--- src/rtl/dmem_arbiter_pkg.sv ---
// Shared types and constants for the data-memory arbiter.
package dmem_arbiter_pkg;

  localparam int unsigned MEM_LAT_DEFAULT = 2;
  localparam int unsigned ADDR_W          = 32;
  localparam int unsigned DATA_W          = 32;
  localparam int unsigned CNT_W           = 4;

  localparam logic [DATA_W-1:0] ZERO_WORD = '0;

  typedef enum logic [1:0] {
    IDLE    = 2'd0,
    CPU_ACC = 2'd1,
    IO_ACC  = 2'd2
  } arb_state_e;

  // Command latched at grant and held on the memory port for the whole access
  typedef struct packed {
    logic              we;
    logic [ADDR_W-1:0] addr;
    logic [DATA_W-1:0] wdata;
  } mem_cmd_t;

endpackage

--- src/rtl/dmem_lat_timer.sv ---
// Memory-latency down-counter: loads on grant, counts down to zero, then holds.
module dmem_lat_timer
  import dmem_arbiter_pkg::*;
(
  input  logic             clk,
  input  logic             rst,
  input  logic             load,
  input  logic [CNT_W-1:0] load_val,
  input  logic             dec,
  output logic [CNT_W-1:0] count,
  output logic             zero_c
);

  always_ff @(posedge clk) begin
    if (rst) begin
      count <= '0;
    end else if (load) begin
      count <= load_val;
    end else if (dec && (count != '0)) begin
      count <= count - CNT_W'(1);
    end
  end

  assign zero_c = (count == '0);

endmodule

--- src/rtl/dmem_arbiter.sv ---
// Arbitrates CPU MEM-stage and IO/loader accesses onto a single fixed-latency data-memory port.
// Define DMEM_ARB_RR_EN for round-robin on contention; the default build gives the CPU fixed priority.
module dmem_arbiter
  import dmem_arbiter_pkg::*;
#(
  parameter int unsigned MEM_LAT = MEM_LAT_DEFAULT
) (
  input  logic              clk,
  input  logic              rst,
  input  logic              cpu_req,
  input  logic              cpu_we,
  input  logic [ADDR_W-1:0] cpu_addr,
  input  logic [DATA_W-1:0] cpu_wdata,
  output logic [DATA_W-1:0] cpu_rdata,
  output logic              cpu_stall,
  input  logic              io_req,
  input  logic              io_we,
  input  logic [ADDR_W-1:0] io_addr,
  input  logic [DATA_W-1:0] io_wdata,
  output logic [DATA_W-1:0] io_rdata,
  output logic              io_ack,
  output logic              mem_en,
  output logic              mem_we,
  output logic [ADDR_W-1:0] mem_addr,
  output logic [DATA_W-1:0] mem_wdata,
  input  logic [DATA_W-1:0] mem_rdata
);

  arb_state_e       state;
  arb_state_e       state_nxt;
  logic             grant_cpu_c;
  logic             grant_io_c;
  logic             fin_cpu_c;
  logic             fin_io_c;
  logic             io_pri_c;
  logic [CNT_W-1:0] lat_cnt;
  logic             lat_zero_c;
  logic             cpu_done;
  mem_cmd_t         cmd_q;

`ifdef DMEM_ARB_RR_EN
  // Reset as if the CPU was served last, so IO wins the first contested grant.
  logic last_io;

  always_ff @(posedge clk) begin
    if (rst) begin
      last_io <= 1'b0;
    end else if (grant_cpu_c || grant_io_c) begin
      last_io <= grant_io_c;
    end
  end

  assign io_pri_c = ~last_io;
`else
  assign io_pri_c = 1'b0;
`endif

  dmem_lat_timer u_lat_timer (
    .clk      (clk),
    .rst      (rst),
    .load     (grant_cpu_c | grant_io_c),
    .load_val (CNT_W'(MEM_LAT)),
    .dec      (state != IDLE),
    .count    (lat_cnt),
    .zero_c   (lat_zero_c)
  );

  always_ff @(posedge clk) begin
    if (rst) begin
      state <= IDLE;
    end else begin
      state <= state_nxt;
    end
  end

  // Completion is flagged one cycle early so its registered pulse lands on the zero-count cycle.
  always_comb begin
    state_nxt   = state;
    grant_cpu_c = 1'b0;
    grant_io_c  = 1'b0;
    fin_cpu_c   = 1'b0;
    fin_io_c    = 1'b0;
    case (state)
      IDLE: begin
        if (cpu_req && !(io_req && io_pri_c)) begin
          grant_cpu_c = 1'b1;
          state_nxt   = CPU_ACC;
        end else if (io_req) begin
          grant_io_c = 1'b1;
          state_nxt  = IO_ACC;
        end
      end
      CPU_ACC: begin
        fin_cpu_c = (lat_cnt == CNT_W'(1));
        if (lat_zero_c) state_nxt = IDLE;
      end
      IO_ACC: begin
        fin_io_c = (lat_cnt == CNT_W'(1));
        if (lat_zero_c) state_nxt = IDLE;
      end
      default: state_nxt = IDLE;
    endcase
  end

  // Memory command and result registers; an access cut short by rst leaves no trace.
  always_ff @(posedge clk) begin
    if (rst) begin
      mem_en    <= 1'b0;
      cmd_q     <= '0;
      cpu_done  <= 1'b0;
      io_ack    <= 1'b0;
      cpu_rdata <= ZERO_WORD;
      io_rdata  <= ZERO_WORD;
    end else begin
      mem_en   <= grant_cpu_c | grant_io_c;
      cpu_done <= fin_cpu_c;
      io_ack   <= fin_io_c;
      if (grant_cpu_c) begin
        cmd_q <= '{we: cpu_we, addr: cpu_addr, wdata: cpu_wdata};
      end else if (grant_io_c) begin
        cmd_q <= '{we: io_we, addr: io_addr, wdata: io_wdata};
      end
      if (fin_cpu_c && !cmd_q.we) cpu_rdata <= mem_rdata;
      if (fin_io_c && !cmd_q.we) io_rdata <= mem_rdata;
    end
  end

  assign mem_we    = cmd_q.we;
  assign mem_addr  = cmd_q.addr;
  assign mem_wdata = cmd_q.wdata;
  assign cpu_stall = cpu_req & ~cpu_done;

endmodule

--- config.mk ---
export PLATFORM = sky130hd
export DESIGN_NAME = dmem_arbiter
export DESIGN_NICKNAME = d
export VERILOG_FILES = /design/src/rtl/dmem_arbiter_pkg.sv /design/src/rtl/dmem_lat_timer.sv /design/src/rtl/dmem_arbiter.sv
export SDC_FILE = /design/constraint.sdc
export NUM_CORES = 1
export LEC_CHECK = 0
export CORE_ASPECT_RATIO = 0.7
export CORE_MARGIN = 3
export CORE_UTILIZATION = 43
export CTS_BUF_LIST = sky130_fd_sc_hd__clkbuf_4
export DETAILED_ROUTE_END_ITERATION = 6
export PLACE_DENSITY = 0.9
export SETUP_SLACK_MARGIN = 0.15
export SLEW_MARGIN = 0
export SYNTH_ARGS = -nofsm -noshare
export SYNTH_HDL_FRONTEND = slang
export SYNTH_SLANG_ARGS = --single-unit
--- constraint.sdc ---
create_clock -name clk -period 3.3 [get_ports clk]
set_input_delay 0.825 -clock clk [delete_from_list [all_inputs] [get_ports clk]]
set_output_delay 0.825 -clock clk [all_outputs]
set_load 0.01 [all_outputs]
==> reports/results.tsv <==
stage	metric	value	unit
floorplanning	fp.dieH	101	um
clock_network	post-cts-setup-buffers	0	
logic_synthesis	syn_inst	516	
sta	hold_ws	0.471	ns
critical_path	worstPathMaxFanout	4	
floorplanning	die_w	141	um
logic_synthesis	ys_seq_area_share	50.0	%
floorplanning	ios	298	
routing	num_vias	4875	
routing	ant_nets	0	
logic_synthesis	syn_area_per_cell	10.7	um2
routing	drc	0	
global_routing	grt_pass1_vias	5128	
sta	fin_setup_tns	0	ns
sta	rsz0062_at_grt	no	
routing	drtIter0Drc	172	
final_layout	area_growth	61.8	%
clock_network	cts_root_buf	clkbuf_4	
routing	routed_via_density	5.03	
sta	final-setup-viol-count	0	
critical_path	path_class	in2out	
clock_network	cts_sinks	138	
status	status	finished clean	
clock_network	post_cts_resized	0	
power_and_ir_drop	p_per_area	468	nW/um2
routing	routedWlPerCell	17.2	um
sta	fin_crit_sh	89.0	%
final_layout	diodes	0	
routing	drtPass1Iterations	4	
logic_synthesis	yosysTopAreaCellShare	50.0	%
power_and_ir_drop	p_leak	0.00366	uW
logic_synthesis	async_flop_share	0	%
logic_synthesis	synth_area_leader_cell	dfxtp_1	
routing	drt-total-wl	16.7	mm
sta	period_minus_slack	2.94	ns
clock_network	cts_hold_buffers	0	
sta	final_max_slew_viol_count	0	
global_routing	grt_max_degree	69	
floorplanning	die-area	14300	um2
clock_network	clockBufferDepth	2	
clock_network	clk_pin_slew	0.13	ns
critical_path	start_kind	primary input	
logic_synthesis	synth_edf_count	0	
logic_synthesis	synthTopCellsByArea	dfxtp_1 50%, mux2i_1 23%, o2bb2ai_1 10%	
clock_network	cts_tree	yes	
final_layout	drive_gt1_share	5.78	%
logic_synthesis	ys.flop_type	dfxtp_1	
final_layout	fin_nets	971	
global_routing	track_usage	22.6	%
job	max-cap-violations	0	
placed_design	gp_congestion	0.801	
power_and_ir_drop	irDropWorstVdd	0.000361	V
global_routing	grt_pass1_wl	25.9	mm
global_routing	grt_remaining_overflow	0	
critical_path	cp-end-kind	output pin	
placed_design	port_buffers	297	
logic_synthesis	synth_cell_type_count	32	
clock_network	clock_latency	0.52	ns
floorplanning	initial_core_util	45.7	%
sta	clock_skew	0.0234	ns
sta	worst_slew_pin_slew	0.762	ns
placed_design	dpl.hpwl	12.6	mm
sta	max_freq	340	MHz
floorplanning	fp.coreArea	12100	um2
sta	maxSlewHeadroom	49.0	%
hold_path	hold_class	reg2reg	
critical_path	arrival	2.11	ns
logic_synthesis	ys_ff_latch	138	
sta	hold_viol	0	
clock_network	cts_buffers	17	
logic_synthesis	netlist_area	5520	um2
critical_path	required	2.47	ns
logic_synthesis	synth_nets	687	
logic_synthesis	yosys_warnings	0	
clock_network	htree_levels	4	
global_routing	antenna_found_initial	0	
floorplanning	rows	33	
[path summary, 6_finish.rpt]
kind | from | cells past startpoint | slack, ns | endpoint
worst max-delay path | cpu_req | 3 | 0.36 | cpu_stall
worst min-delay path | io_rdata[6] | 2 | 0.47 | io_rdata[6]
worst min register to register | io_rdata[6] | 2 | 0.47 | io_rdata[6]
worst max register to register | state[0] | 6 | 1.23 | mem_wdata[13]
[cell usage in the layout, fill, tap and decap left out, drive strengths merged, types with 2 or more instances in the layout]
cell type      synthesis  layout
clkdlybuf4s50          0     297
o2bb2ai               65      65
inv                    9      13
clkbuf                15      17
nor2b                  2       2
ha                     5       5
dfxtp                138     138
o21ai                  5       5
a211oi                 3       3
nor4b                  2       2
clkinv                 0       7
a21boi                 3       3
nand2                 99      99
or4                    2       2
mux2i                129     129
bufinv                 0       4
and2                   5       5
buf                   24       7
[where the power goes]
group	internal (uW)	switching, uW	total, uW
registers	1800	75.5	1880
clock network	618	656	1270
logic	586	441	1030
total	3010	1170	4180
[logic make-up after synthesis]
logic type / share of synthesized area, %
flops: 50.0
mux: 23.4
fa+ha+maj: 1.13
compound gates: 12.1
buf+inv: 4.19
simple gates: 9.15
[routing by layer]
metal,wire length (um),share of wire (%),GRT usage (%),vias to the layer above
met5,0,0,0,-
met4,376,2.2,8.55,0
met3,1140,6.8,5.97,26
met2,8830,53,43.0,178
met1,6370,38,24.1,2273
li1,-,-,-,2398
[Yosys cell counts (2+ instances only)]
cell       instances
a211oi_1           3
a21boi_0           3
and2_1             5
buf_1              3
buf_2             14
buf_4              5
buf_6              2
clkbuf_1          15
dfxtp_1          138
ha_1               5
inv_1              8
mux2i_1          129
nand2_1           97
nand2_2            2
nor2b_1            2
o21ai_0            4
o2bb2ai_1         65
or4_1              2
[per-stage QoR]
stage	cells	area [um2]	setup WS, ns	util (%)	total power [uW]
6_report	970	8940	0.361	73.9	4180
5_1_grt	970	8940	0.326	73.9	4380
4_1_cts	970	8940	0.360	73.9	4230
3_5_place_dp	938	8600	0.363	71.1	2950
3_3_place_gp	938	8600	0.384	71.1	2910
2_1_floorplan	516	5520	1.45	-	2380
[flip-flops by register name, indices dropped and copies added, names as in the netlist]
signal and flops:
cpu_rdata 32, io_rdata 32, mem_addr 32, mem_wdata 32
u_lat_timer.count 4, state 2, cpu_done 1, io_ack 1
mem_en 1, mem_we 1
[worst max-delay path, stage by stage]
cell and delay [ns]:
clkdlybuf4s50_1 0.58, nor2b_1 0.16, clkdlybuf4s50_1 0.54
[cell type report]
type                    instances  area (um2)
clock inverters                15         214
clock buffers                  17         128
well taps                     157         196
fillers                       820        3160
multi-input cells             330        2540
flip-flops and latches        138        2760
inverters                       9        33.8
repair buffers                304        3060
Power figures use the tool's default switching activity.
